## src/rtl/intersection_phase_scheduler.sv

```systemverilog
// Actuated round-robin phase scheduler for a two-road intersection with a
// pedestrian crossing, min/max green timing and emergency preempt.
module intersection_phase_scheduler #(
  parameter int unsigned GREEN_MIN = 4,
  parameter int unsigned GREEN_MAX = 10,
  parameter int unsigned YELLOW_T  = 2,
  parameter int unsigned ALL_RED_T = 1,
  parameter int unsigned WALK_T    = 5,
  parameter int unsigned CNT_W     = 8
) (
  input  logic       clk,
  input  logic       reset_n,
  input  logic       ns_req,
  input  logic       ew_req,
  input  logic       ped_req,
  input  logic       emerg_req,
  input  logic       emerg_dir,
  output logic [1:0] ns_light,
  output logic [1:0] ew_light,
  output logic       ped_walk,
  output logic       ped_wait,
  output logic [2:0] phase
);

  typedef enum logic [2:0] {
    ALL_RED   = 3'd0,
    NS_GREEN  = 3'd1,
    NS_YELLOW = 3'd2,
    EW_GREEN  = 3'd3,
    EW_YELLOW = 3'd4,
    PED_WALK  = 3'd5
  } state_t;

  typedef enum logic [1:0] {
    SRV_NS  = 2'd0,
    SRV_EW  = 2'd1,
    SRV_PED = 2'd2
  } srv_t;

  localparam logic [1:0] L_RED    = 2'b00;
  localparam logic [1:0] L_GREEN  = 2'b01;
  localparam logic [1:0] L_YELLOW = 2'b10;

  localparam logic [CNT_W-1:0] GMIN_END = CNT_W'(GREEN_MIN - 1);
  localparam logic [CNT_W-1:0] GMAX_END = CNT_W'(GREEN_MAX - 1);
  localparam logic [CNT_W-1:0] YEL_END  = CNT_W'(YELLOW_T - 1);
  localparam logic [CNT_W-1:0] AR_END   = CNT_W'(ALL_RED_T - 1);
  localparam logic [CNT_W-1:0] WALK_END = CNT_W'(WALK_T - 1);

  state_t           state_q, state_d;
  srv_t             last_q, last_d, grant;
  logic [CNT_W-1:0] timer_q, timer_d;
  logic             ns_pend_q, ns_pend_d;
  logic             ew_pend_q, ew_pend_d;
  logic             ped_pend_q, ped_pend_d;
  logic             ped_repend;
  logic             entering;

  always_ff @(posedge clk or negedge reset_n) begin
    if (!reset_n) begin
      state_q    <= ALL_RED;
      last_q     <= SRV_PED;
      timer_q    <= '0;
      ns_pend_q  <= 1'b0;
      ew_pend_q  <= 1'b0;
      ped_pend_q <= 1'b0;
    end else begin
      state_q    <= state_d;
      last_q     <= last_d;
      timer_q    <= timer_d;
      ns_pend_q  <= ns_pend_d;
      ew_pend_q  <= ew_pend_d;
      ped_pend_q <= ped_pend_d;
    end
  end

  // Round-robin pick starting after last_q; with nothing pending, rest on NS.
  always_comb begin
    grant = SRV_NS;
    unique case (last_q)
      SRV_NS: begin
        if (ew_pend_q)       grant = SRV_EW;
        else if (ped_pend_q) grant = SRV_PED;
        else                 grant = SRV_NS;
      end
      SRV_EW: begin
        if (ped_pend_q)      grant = SRV_PED;
        else if (ns_pend_q)  grant = SRV_NS;
        else if (ew_pend_q)  grant = SRV_EW;
        else                 grant = SRV_NS;
      end
      default: begin
        if (ns_pend_q)       grant = SRV_NS;
        else if (ew_pend_q)  grant = SRV_EW;
        else if (ped_pend_q) grant = SRV_PED;
        else                 grant = SRV_NS;
      end
    endcase
  end

  always_comb begin
    state_d    = state_q;
    last_d     = last_q;
    ped_repend = 1'b0;
    unique case (state_q)
      ALL_RED: begin
        if (timer_q == AR_END) begin
          if (emerg_req) begin
            state_d = emerg_dir ? EW_GREEN : NS_GREEN;
          end else begin
            last_d = grant;
            unique case (grant)
              SRV_EW:  state_d = EW_GREEN;
              SRV_PED: state_d = PED_WALK;
              default: state_d = NS_GREEN;
            endcase
          end
        end
      end
      NS_GREEN: begin
        if (emerg_req) begin
          if (emerg_dir) state_d = NS_YELLOW;
        end else if (timer_q >= GMIN_END && (ew_pend_q || ped_pend_q) &&
                     (!ns_req || timer_q >= GMAX_END)) begin
          state_d = NS_YELLOW;
        end
      end
      EW_GREEN: begin
        if (emerg_req) begin
          if (!emerg_dir) state_d = EW_YELLOW;
        end else if (timer_q >= GMIN_END && (ns_pend_q || ped_pend_q) &&
                     (!ew_req || timer_q >= GMAX_END)) begin
          state_d = EW_YELLOW;
        end
      end
      NS_YELLOW, EW_YELLOW: begin
        if (timer_q == YEL_END) state_d = ALL_RED;
      end
      PED_WALK: begin
        if (emerg_req) begin
          state_d    = ALL_RED;
          ped_repend = 1'b1;
        end else if (timer_q == WALK_END) begin
          state_d = ALL_RED;
        end
      end
      default: state_d = ALL_RED;
    endcase
  end

  // Entry into the served phase wins over a request on that same edge.
  always_comb begin
    entering   = (state_d != state_q);
    ns_pend_d  = ns_pend_q;
    ew_pend_d  = ew_pend_q;
    ped_pend_d = ped_pend_q;
    if (entering && state_d == NS_GREEN)        ns_pend_d = 1'b0;
    else if (state_q != NS_GREEN && ns_req)     ns_pend_d = 1'b1;
    if (entering && state_d == EW_GREEN)        ew_pend_d = 1'b0;
    else if (state_q != EW_GREEN && ew_req)     ew_pend_d = 1'b1;
    if (entering && state_d == PED_WALK)        ped_pend_d = 1'b0;
    else if ((state_q != PED_WALK && ped_req) || ped_repend) ped_pend_d = 1'b1;
    if (entering)             timer_d = '0;
    else if (timer_q == '1)   timer_d = timer_q;
    else                      timer_d = timer_q + 1'b1;
  end

  always_comb begin
    ns_light = L_RED;
    ew_light = L_RED;
    ped_walk = 1'b0;
    ped_wait = ped_pend_q;
    phase    = state_q;
    unique case (state_q)
      NS_GREEN:  ns_light = L_GREEN;
      NS_YELLOW: ns_light = L_YELLOW;
      EW_GREEN:  ew_light = L_GREEN;
      EW_YELLOW: ew_light = L_YELLOW;
      PED_WALK:  ped_walk = 1'b1;
      default: ;
    endcase
  end

endmodule

```

## config.mk

```make
export PLATFORM = sky130hd
export DESIGN_NAME = intersection_phase_scheduler
export DESIGN_NICKNAME = d
export VERILOG_FILES = /design/src/rtl/intersection_phase_scheduler.sv
export SDC_FILE = /design/constraint.sdc
export NUM_CORES = 1
export LEC_CHECK = 0
export CORE_MARGIN = 4
export CORE_UTILIZATION = 53
export CTS_CLUSTER_DIAMETER = 100
export DETAILED_ROUTE_END_ITERATION = 16
export GPL_TIMING_DRIVEN = 0
export PLACE_DENSITY = 0.78
export SETUP_SLACK_MARGIN = 0.2
export SLEW_MARGIN = 20
export SYNTH_ARGS = -nofsm -noshare
export SYNTH_HDL_FRONTEND = slang
export SYNTH_SLANG_ARGS = --single-unit
export TNS_END_PERCENT = 30
```

## constraint.sdc

```tcl
create_clock -name clk -period 2.9 [get_ports clk]
set_input_delay 0.58 -clock clk [delete_from_list [all_inputs] [get_ports clk]]
set_output_delay 0.58 -clock clk [all_outputs]
set_load 0.01 [all_outputs]
```

==> flow_summary_export.csv <==
group,metric,value,unit
cells_and_area,areaGrowthSynthToFinish,25.4,%
sta,hold_violations,0,
route,detail_route.wirelength,2650,µm
route,drtIter0Drc,21,
sta,fin_ws,0.262,ns
cells_and_area,multiInputGateArea,669,µm²
logic_synthesis,ys_ff_latch,16,
cts,cts_tree,"done",
logic_synthesis,syn_inst,122,
critical_path,cp-start-kind,"register",
cts,cts_root_buf,"clkbuf_4",
power,power_density,972,mW/mm²
placed_design,preCtsSetupSlack,0.0741,ns
cts,cts_made_buffers,3,
sta,layout_min_cycle_time,2.64,ns
floorplanning,boundaryPins,16,
floorplanning,initial_core_util,0.557,
cells_and_area,finalNonFillerCells,173,
sta,hold_ws,0.540,ns
cts,cts_max_path_buffers,2,
critical_path,worstPathRequired,3.07,ns
route,route.detailed.drc,0,
logic_synthesis,ys_types,46,
critical_path,worstPathCellList,"inv_2, ha_4, or4b_4, or4_4, nor4_4, nor3b_2, o2bb2ai_4, buf_6, a41oi_2",
cells_and_area,ff_latch_area,403,µm²
logic_synthesis,synth-seq-area-share,0.368,
power,pwr-share-comb,0.606,
cells_and_area,fin_nets,157,
logic_synthesis,yosysWarnings,0,
power,power,1330,µW
cts,cts_max_level,1,
floorplanning,fp.dieW,53.4,µm
logic_synthesis,async_reset_ff_frac,1.00,
critical_path,critPathTopFamily,"simple AND/OR/NAND/NOR gates",
power,p_leak,0.000582,µW
route,routed_via_density,6.02,
cells_and_area,n_fill_cell,168,
logic_synthesis,avgSynthCellArea,8.95,µm²
logic_synthesis,syn-cell-area,0.00109,mm²
sta,setup-violations-final,0,
power,switching_share,0.418,
sta,worst_clock_skew,0.00288,ns
route,firstDrtPassIters,4,
cells_and_area,drive_gt1_frac,0.171,
cts,clk_pin_slew_worst_paths,0.09,ns
critical_path,max_stage_delay,0.54,ns
critical_path,crit_type,"register to register",
floorplanning,chipHeight,53.4,µm
sta,rsz0062_at_grt,"yes",
sta,clock.fmax,0.379,GHz
route,num_vias,1041,
power,switchingPower,557,µW
power,p_seq_frac,0.299,
sta,tightest_slew,0.777,ns
cts,cts_sinks,16,
cts,insertion_delay,0.29,ns
hold_path,min_path_type,"register to register",
floorplanning,rows,16,
grt,grt_pass1_wl,4370,µm
floorplanning,design.core.area,0.00196,mm²
sta,fin_crit_sh,0.910,
flow_run,maxCapViolCount,0,
logic_synthesis,synth_edf_count,0,
sta,tns,0,ns
sta,slew_viol_final,0,
route,drtAntennaViolNets,0,
placed_design,io_buffers,15,
power,power.internal,774,µW
placed_design,dpl.hpwl,1960,µm
placed_design,placed_cells,164,
critical_path,worstPathArrival,2.81,ns
logic_synthesis,synth_nets,132,
cts,cts.hold.buffers_added,0,
sta,max-slew-margin-rel,0.480,
grt,grt_pass1_vias,992,
logic_synthesis,synth_ff_type,"dfrtp_1",
placed_design,place.gp.congestion,0.880,
grt,antenna_found_initial,0,
cells_and_area,antenna_cells,0,
critical_path,slowest_stage,"or4_4",
critical_path,endpoint_kind,"register",
floorplanning,die_area,0.00285,mm²
grt,grtUsageTotal,0.214,
power,clkPwrFrac,0.095,
power,peakVddDrop,0.671,mV
grt,grt_max_degree,17,
grt,overflow,0,
critical_path,path_max_fanout,4,
route,wire_per_inst,15.3,µm
outcome,status,"finished, final reports clean",
critical_path,path_buf_inv,2,
[power by group through the flow]
stage | clock [µW] | combinational (µW) | sequential (µW)
global route | 142 | 884 | 408
CTS | 131 | 725 | 395
finish | 126 | 807 | 398
detailed placement | 0 | 675 | 400
floorplan | 0 | 466 | 381
global placement | 0 | 660 | 393
[sequential cells by signal, indices dropped and copies added (netlist names)]
register,flops
timer_q,8
phase,3
last_q,2
ew_pend_q,1
ns_pend_q,1
ped_wait,1
[metal layers]
metal / share of wire / track usage
met1: 0.43 / 0.248
met2: 0.49 / 0.369
met3: 0.060 / 0.0310
met4: 0.019 / 0.119
met5: 0 / 0
[repair_timing]
action,4_1_cts,5_1_grt
gates resized for setup,0,9
buffers inserted,2,3
setup endpoints to repair,9,9
pin swaps,2,4
[worst register-to-register path: stages (launching register included)]
cell       delay (ns)
dfrtp_2          0.43
inv_2            0.07
ha_4             0.13
or4b_4           0.45
or4_4            0.54
nor4_4           0.38
nor3b_2          0.11
o2bb2ai_4        0.18
buf_6            0.11
a41oi_2          0.10
[cells in the mapped netlist (3+ instances only)]
| cell type | count | area share |
|---|---|---|
| nor3_1 | 3 | 0.014 |
| o21ai_0 | 4 | 0.018 |
| nand3_1 | 3 | 0.014 |
| ha_1 | 3 | 0.034 |
| inv_1 | 8 | 0.027 |
| nand2_1 | 10 | 0.034 |
| nor2_1 | 13 | 0.045 |
| dfrtp_1 | 15 | 0.34 |
| nor3b_1 | 4 | 0.027 |
| a21oi_1 | 10 | 0.046 |
| and2_1 | 3 | 0.017 |
[area by class of cell]
class | instances | area share
Clock buffer | 4 | 0.0192
Timing Repair Buffer | 20 | 0.142
Buffer | 3 | 0.00913
Inverter | 8 | 0.0219
Multi-Input combinational cell | 95 | 0.489
Sequential cell | 16 | 0.294
Tap cell | 27 | 0.0247
[cells in the final DEF (no fill, tap or decap), drive strengths merged, types with 3 or more instances in the layout]
cell,Yosys,layout
a21oi,10,10
and2,3,3
and3,3,3
buf,1,6
clkbuf,2,6
clkdlybuf4s50,0,15
dfrtp,15,15
ha,3,3
inv,8,8
nand2,10,10
nand3,3,3
nor2,13,13
nor3,3,3
nor3b,4,4
nor4,3,3
o21ai,4,4
[path summary, 6_finish.rpt]
path / cells past startpoint / slack [ns] / end / startpoint
max: 9 / 0.26 / ns_pend_q / timer_q[0]
min: 1 / 0.54 / timer_q[6] / timer_q[6]
max reg2reg: 9 / 0.26 / ns_pend_q / timer_q[0]
min reg2reg: 1 / 0.54 / timer_q[6] / timer_q[6]
max in group asynchronous: 1 / 1.64 / timer_q[0] / reset_n
min in group asynchronous: 1 / 0.73 / phase[2] / reset_n
[stage by stage]
stage          utilization  area [µm²]
6_report             0.698        1370
5_1_grt              0.698        1370
4_1_cts              0.672        1320
3_5_place_dp         0.651        1280
3_3_place_gp         0.651        1280
2_1_floorplan            -        1090
[logic make-up (layout without fill, tap and decap cells)]
logic type               Yosys count  after routing  share of synthesized area
flip-flops                        16             16                      0.368
AO/OA/AOI/OAI                     34             34                      0.243
AND/OR/NAND/NOR                   54             54                      0.284
adder cells (fa/ha/maj)            3              3                     0.0344
XOR/XNOR                           4              4                     0.0321
buffers and inverters             11             35                     0.0389
(Power assumes the default switching activity.)
